--- src/rtl/uart.sv ---
// uart: memory-mapped 8N1 UART (DATA/STATUS/DIV registers) with programmable baud divisor.
// Define UART_RX_FIFO_EN to use an RX_FIFO_DEPTH-entry RX FIFO instead of a single holding register.
module uart #(
  parameter int DEFAULT_DIV   = 104,
  parameter int RX_FIFO_DEPTH = 4
) (
  input  logic        clk,
  input  logic        reset_n,
  input  logic        sel_in,
  input  logic [3:0]  write_mask_in,
  input  logic [31:0] address_in,
  input  logic [31:0] write_value_in,
  output logic [31:0] read_value_out,
  input  logic        uart_rx,
  output logic        uart_tx
);
  typedef enum logic [1:0] {S_IDLE, S_START, S_DATA, S_STOP} state_t;
  state_t tx_state_q, rx_state_q;
  logic [15:0] div_q, div_d, div_w, tx_cnt_q, tx_div_q, rx_cnt_q, rx_div_q;
  logic [2:0] tx_bit_q, rx_bit_q;
  logic [7:0] tx_shift_q, rx_shift_q, rx_byte;
  logic tx_q, rx1_q, rx2_q, rx_prev_q, ov_q, fe_q;
  logic [31:0] rd_q, rdata;
  logic rd, data_wr, data_rd, stat_rd, div_wr, rx_push, rx_valid, pop, push_ok;
  logic unused_ok;
  assign unused_ok = ^{address_in[31:4], address_in[1:0], write_value_in[31:16], write_mask_in[3:2]};
  assign rd      = sel_in && write_mask_in == 4'b0;
  assign data_wr = sel_in && write_mask_in[0] && address_in[3:2] == 2'd0;
  assign data_rd = rd && address_in[3:2] == 2'd0;
  assign stat_rd = rd && address_in[3:2] == 2'd1;
  assign div_wr  = sel_in && |write_mask_in[1:0] && address_in[3:2] == 2'd2;
  assign div_w   = {write_mask_in[1] ? write_value_in[15:8] : div_q[15:8],
                    write_mask_in[0] ? write_value_in[7:0]  : div_q[7:0]};
  assign div_d   = div_wr ? (div_w < 16'd4 ? 16'd4 : div_w) : div_q;
  assign rx_push = rx_state_q == S_STOP && rx_cnt_q == 16'd0;
  assign uart_tx = tx_q;
  assign read_value_out = rd_q;

  always_comb begin
    rdata = 32'h0;
    case (address_in[3:2])
      2'd0: rdata = {24'h0, rx_valid ? rx_byte : 8'h0};
      2'd1: rdata = {28'h0, fe_q, ov_q, tx_state_q != S_IDLE, rx_valid};
      2'd2: rdata = {16'h0, div_q};
      default: rdata = 32'h0;
    endcase
  end

`ifdef UART_RX_FIFO_EN
  localparam int AW = $clog2(RX_FIFO_DEPTH);
  logic [7:0] mem_q [RX_FIFO_DEPTH];
  logic [AW-1:0] wp_q, rp_q;
  logic [AW:0] cnt_q;
  assign rx_valid = cnt_q != '0;
  assign rx_byte  = mem_q[rp_q];
  assign pop      = data_rd && rx_valid;
  assign push_ok  = rx_push && (cnt_q != (AW+1)'(RX_FIFO_DEPTH) || pop);
  always_ff @(posedge clk) begin
    if (!reset_n) begin
      wp_q  <= '0;
      rp_q  <= '0;
      cnt_q <= '0;
    end else begin
      if (push_ok) wp_q <= wp_q + 1'b1;
      if (pop) rp_q <= rp_q + 1'b1;
      cnt_q <= cnt_q + (AW+1)'(push_ok) - (AW+1)'(pop);
    end
  end
  always_ff @(posedge clk) if (push_ok) mem_q[wp_q] <= rx_shift_q;
`else
  localparam int unused_depth = RX_FIFO_DEPTH;
  logic [7:0] hold_q;
  logic full_q;
  assign rx_valid = full_q;
  assign rx_byte  = hold_q;
  assign pop      = data_rd && full_q;
  assign push_ok  = rx_push && (!full_q || pop);
  always_ff @(posedge clk) begin
    if (!reset_n) begin
      full_q <= 1'b0;
      hold_q <= 8'h0;
    end else begin
      full_q <= push_ok || (full_q && !pop);
      if (push_ok) hold_q <= rx_shift_q;
    end
  end
`endif

  // flag set wins over a coincident status-read clear
  always_ff @(posedge clk) begin
    if (!reset_n) begin
      div_q <= 16'(DEFAULT_DIV);
      rd_q  <= 32'h0;
      ov_q  <= 1'b0;
      fe_q  <= 1'b0;
    end else begin
      div_q <= div_d;
      rd_q  <= rd ? rdata : 32'h0;
      ov_q  <= (rx_push && !push_ok) || (ov_q && !stat_rd);
      fe_q  <= (rx_push && !rx2_q) || (fe_q && !stat_rd);
    end
  end

  always_ff @(posedge clk) begin
    if (!reset_n) begin
      tx_state_q <= S_IDLE;
      tx_q       <= 1'b1;
      tx_cnt_q   <= 16'h0;
      tx_div_q   <= 16'h0;
      tx_bit_q   <= 3'h0;
      tx_shift_q <= 8'h0;
    end else begin
      case (tx_state_q)
        S_IDLE: if (data_wr) begin
          tx_state_q <= S_START;
          tx_q       <= 1'b0;
          tx_shift_q <= write_value_in[7:0];
          tx_cnt_q   <= div_q - 16'd1;
          tx_div_q   <= div_q;
        end
        S_START, S_DATA: if (tx_cnt_q == 16'd0) begin
          tx_cnt_q <= tx_div_q - 16'd1;
          if (tx_state_q == S_DATA && tx_bit_q == 3'd7) begin
            tx_state_q <= S_STOP;
            tx_q       <= 1'b1;
          end else begin
            tx_bit_q   <= tx_state_q == S_START ? 3'd0 : tx_bit_q + 3'd1;
            tx_state_q <= S_DATA;
            tx_q       <= tx_shift_q[0];
            tx_shift_q <= {1'b0, tx_shift_q[7:1]};
          end
        end else tx_cnt_q <= tx_cnt_q - 16'd1;
        S_STOP: if (tx_cnt_q == 16'd0) tx_state_q <= S_IDLE; else tx_cnt_q <= tx_cnt_q - 16'd1;
        default: tx_state_q <= S_IDLE;
      endcase
    end
  end

  always_ff @(posedge clk) begin
    if (!reset_n) begin
      rx_state_q <= S_IDLE;
      rx1_q      <= 1'b1;
      rx2_q      <= 1'b1;
      rx_prev_q  <= 1'b1;
      rx_cnt_q   <= 16'h0;
      rx_div_q   <= 16'h0;
      rx_bit_q   <= 3'h0;
      rx_shift_q <= 8'h0;
    end else begin
      rx1_q     <= uart_rx;
      rx2_q     <= rx1_q;
      rx_prev_q <= rx2_q;
      case (rx_state_q)
        S_IDLE: if (rx_prev_q && !rx2_q) begin
          rx_state_q <= S_START;
          rx_div_q   <= div_q;
          rx_cnt_q   <= (div_q >> 1) - 16'd1;
        end
        S_START: if (rx_cnt_q == 16'd0) begin
          rx_state_q <= rx2_q ? S_IDLE : S_DATA;
          rx_cnt_q   <= rx_div_q - 16'd1;
          rx_bit_q   <= 3'd0;
        end else rx_cnt_q <= rx_cnt_q - 16'd1;
        S_DATA: if (rx_cnt_q == 16'd0) begin
          rx_shift_q <= {rx2_q, rx_shift_q[7:1]};
          rx_cnt_q   <= rx_div_q - 16'd1;
          rx_bit_q   <= rx_bit_q + 3'd1;
          if (rx_bit_q == 3'd7) rx_state_q <= S_STOP;
        end else rx_cnt_q <= rx_cnt_q - 16'd1;
        S_STOP: if (rx_cnt_q == 16'd0) rx_state_q <= S_IDLE; else rx_cnt_q <= rx_cnt_q - 16'd1;
        default: rx_state_q <= S_IDLE;
      endcase
    end
  end
endmodule

--- config.mk ---
export PLATFORM = sky130hd
export DESIGN_NAME = uart
export DESIGN_NICKNAME = d
export VERILOG_FILES = /design/src/rtl/uart.sv
export SDC_FILE = /design/constraint.sdc
export NUM_CORES = 1
export LEC_CHECK = 0
export ABC_AREA = 1
export CAP_MARGIN = 25
export CELL_PAD_IN_SITES_DETAIL_PLACEMENT = 0
export CELL_PAD_IN_SITES_GLOBAL_PLACEMENT = 1
export CORE_ASPECT_RATIO = 0.75
export CORE_MARGIN = 4
export CORE_UTILIZATION = 36
export CTS_CLUSTER_DIAMETER = 80
export DETAILED_ROUTE_END_ITERATION = 7
export HOLD_SLACK_MARGIN = 0.06
export PLACE_DENSITY = 0.74
export SYNTH_ARGS = -nofsm -noshare
export SYNTH_HDL_FRONTEND = slang
export SYNTH_SLANG_ARGS = --single-unit
--- constraint.sdc ---
create_clock -name clk -period 1.63 [get_ports clk]
set_input_delay 0.2445 -clock clk [delete_from_list [all_inputs] [get_ports clk]]
set_output_delay 0.2445 -clock clk [all_outputs]
set_load 0.01 [all_outputs]
==> metrics.csv <==
metric,value,unit
status,"finished, violations left",
failing checks,setup timing,
vias per cell,4.922,
Synth Cell Area,0.008796,mm²
Max Fclk,603.2,MHz
clock buffer depth,2,
"Max FO, Critical Path",4,
Tmin final,1.658,ns
DR iter-0 viols,645,
Startpoint Class,register,
number of synthesized register bits,137,
Total Routed Length,31900,µm
total congestion overflow,0,
post-synth cell types,41,
vias in the first global route,9389,
die width,188.5,µm
Worst Skew,0.02622,ns
Syn-to-layout area delta,47.45,%
FP Rows,49,
met3 wire length,2123,µm
clock sink total,137,
I/O pin count,105,
share of cells above drive strength 1,0.3239,
Critical Path End Type,register,
RSZ-0062 raised after global routing,yes,
"Net count, final",1772,
"Arr. time, crit path",1.97,ns
core area,0.02403,mm²
sequential share of the synthesized area,0.3118,
Die Ht,143.4,µm
drt wl/cell,15.77,µm
hpwl dp,24020,µm
CTS tree,yes,
Hold Crit Class,in -> reg,
Post-Syn Instances,1405,
peak supply drop,812.4,µV
setup ws final,-0.02775,ns
CTS Buf Count,17,
synth warn,0,
largest net degree at the start of global routing,71,
Final Hold Fails,0,
gr usage total,0.2303,
Clock transition at path regs,0.07,ns
DRC Markers,0,
relative slew slack,0.6728,
die area,0.02702,mm²
max layer used,met4,
H-tree depth,4,
met1 wire length,16230,µm
initial antenna violation count,0,
DRT Pass-1 Iters,5,
"Cell Chain, Critical Path",nor2_4 > buf_6 > nand3_4 > nor2_4 > nand2_4 > o21ai_4 > buf_4 > buf_4 > a21oi_1 > nand2_1 > a21oi_1,
Root Buffer,clkbuf_16,
"Req. time, crit path",1.94,ns
pwr dens,1446,mW/mm²
clk_lat worst skew,0.45,ns
IO Port Bufs,42,
Antenna Violating Nets Remaining,0,
final setup fails,13,
Slew Limit Fails,0,
GP Congestion,0.9097,
Initial Utilization,0.3660,
max-cap viol count,0,
Setup Total Neg Slack,-0.1671,ns
kind of critical path,reg -> reg,
CP peak stage delay,0.33,ns
# diodes,0,
first-pass GRT wire length,49780,µm
Leakage,5.825,nW
slowest CP cell,dfxtp_2,
crit share post-route,1.017,
Mean Syn Cell Area,6.260,µm²
DR vias,9958,
Worst-Margin Slew,0.4857,ns
Setup WS pre-CTS,-0.3026,ns
fillers,2393,
met2 wire length,13180,µm
-- repair_timing --
item	CTS	global route
setup buffers	6	12
pin swaps	23	49
endpoints found under the hold margin	1	0
endpoints found under the setup margin	67	75
hold buffers	1	0
gates cloned	1	4
gates resized for setup	99	213
-- metal layers --
layer | GRT usage | vias up
met2 | 0.3402 | 284
met5 | 0 | -
met4 | 0.05098 | 0
li1 | - | 5086
met3 | 0.04031 | 26
met1 | 0.3501 | 4562
-- stage by stage --
stage,instance area (µm²),hold WS (ns),utilization,total power [mW],cells
final,12970,0.3656,0.5397,18.76,2023
after global routing,12970,0.3668,0.5397,19.93,2023
after CTS,12190,0.3532,0.5070,17.49,2009
after detailed placement,11190,0.4077,0.4655,12.61,1969
after global placement,11190,0.3972,0.4655,12.54,1969
after floorplan,8857,0.3511,-,9.024,1420
-- power by group --
| group | total, mW | internal (mW) | switching (mW) |
|---|---|---|---|
| Sequential | 3.98 | 3.68 | 0.304 |
| Combinational | 10.7 | 4.66 | 6.09 |
| Clock | 4.03 | 2.08 | 1.95 |
-- worst max-delay path: cells and delay by family (launching register included) --
family | cells | cell delay (ns)
AO/OA/AOI/OAI | 3 | 0.30
buffers and inverters | 3 | 0.38
AND/OR/NAND/NOR | 5 | 0.52
flip-flops | 1 | 0.33
-- placed cells by master (no fill, tap or decap), types with 4 or more instances in the layout --
cell type,n
nand2_1,321
buf_4,226
nor2_1,129
inv_1,125
dfxtp_1,111
a21oi_1,110
nand3_1,105
o21ai_0,80
nand2_2,40
clkdlybuf4s50_1,39
nor2_2,30
nor2_4,30
o21ai_1,25
dfxtp_2,24
inv_2,22
a21oi_2,21
xor2_1,20
nor3_1,18
clkbuf_16,18
buf_6,18
nand2_4,16
conb_1,16
o21ai_2,15
nand3_2,13
ha_1,12
nand4_1,9
inv_8,7
buf_12,7
ha_4,6
inv_4,5
a211oi_1,5
clkinv_8,5
nor3_2,4
nand2_8,4
xnor2_1,4
-- registers in the layout, summed over array words and instances, names as in the netlist, 2 cells and up, named ones only --
register / count
read_value_out: 16
div_q: 16
tx_state_q: 2
rx_div_q: 16
rx_bit_q: 3
hold_q: 8
rx_shift_q: 8
rx_cnt_q: 16
tx_cnt_q: 16
tx_bit_q: 3
tx_div_q: 16
tx_shift_q: 8
-- Yosys cell counts, drive strengths merged --
cell | n | area share
nand2 | 379 | 0.17
nor2 | 190 | 0.098
inv | 152 | 0.065
dfxtp | 137 | 0.31
a21oi | 133 | 0.076
o21ai | 122 | 0.072
nand3 | 120 | 0.068
buf | 34 | 0.029
clkbuf | 27 | 0.012
nor3 | 25 | 0.016
xor2 | 23 | 0.023
ha | 21 | 0.030
nand4 | 9 | 0.0064
a211oi | 5 | 0.0043
clkinv | 5 | 0.0023
or2 | 4 | 0.0028
xnor2 | 4 | 0.0040
a31oi | 3 | 0.0021
a221oi | 2 | 0.0020
nand3b | 2 | 0.0017
o211ai | 2 | 0.0017
a2bb2oi | 1 | 0.0010
a32oi | 1 | 0.0010
conb | 1 | 0.00043
o21a | 1 | 0.00085
o21bai | 1 | 0.00085
o31ai | 1 | 0.0014
-- final timing paths --
| check | startpoint | endpoint | slack (ns) | cells past startpoint |
|---|---|---|---|---|
| worst max register to register | tx_cnt_q[13]$_SDFFE_PN0P_ | tx_cnt_q[0]$_SDFFE_PN0P_ | -0.03 | 11 |
| worst min register to register | rx1_q$_SDFF_PN1_ | rx2_q$_SDFF_PN1_ | 0.42 | 1 |
| worst max-delay path | tx_cnt_q[13]$_SDFFE_PN0P_ | tx_cnt_q[0]$_SDFFE_PN0P_ | -0.03 | 11 |
| worst min-delay path | uart_rx | rx1_q$_SDFF_PN1_ | 0.37 | 2 |
-- cell families (layout without fill, tap and decap cells) --
| family | count (synthesis) | in the layout | synth area share |
|---|---|---|---|
| compound gates | 272 | 272 | 0.1624 |
| xor+xnor | 27 | 27 | 0.02688 |
| fa+ha+maj | 21 | 21 | 0.02987 |
| buf+inv | 218 | 487 | 0.1077 |
| flops | 137 | 137 | 0.3118 |
| other cells | 1 | 16 | 0.0004263 |
| simple gates | 729 | 732 | 0.3609 |
-- cell type report --
type                    count  area, µm²  share of cell area
multi-input cells        1068       6001              0.4627
flip-flops and latches    137       2780              0.2144
repair buffers            298       2549              0.1965
inverters                 157      619.3             0.04775
clock buffers              17      425.4             0.03280
well taps                 331      414.1             0.03193
clock inverters            15      181.4             0.01399
Power figures use the tool's default switching activity.
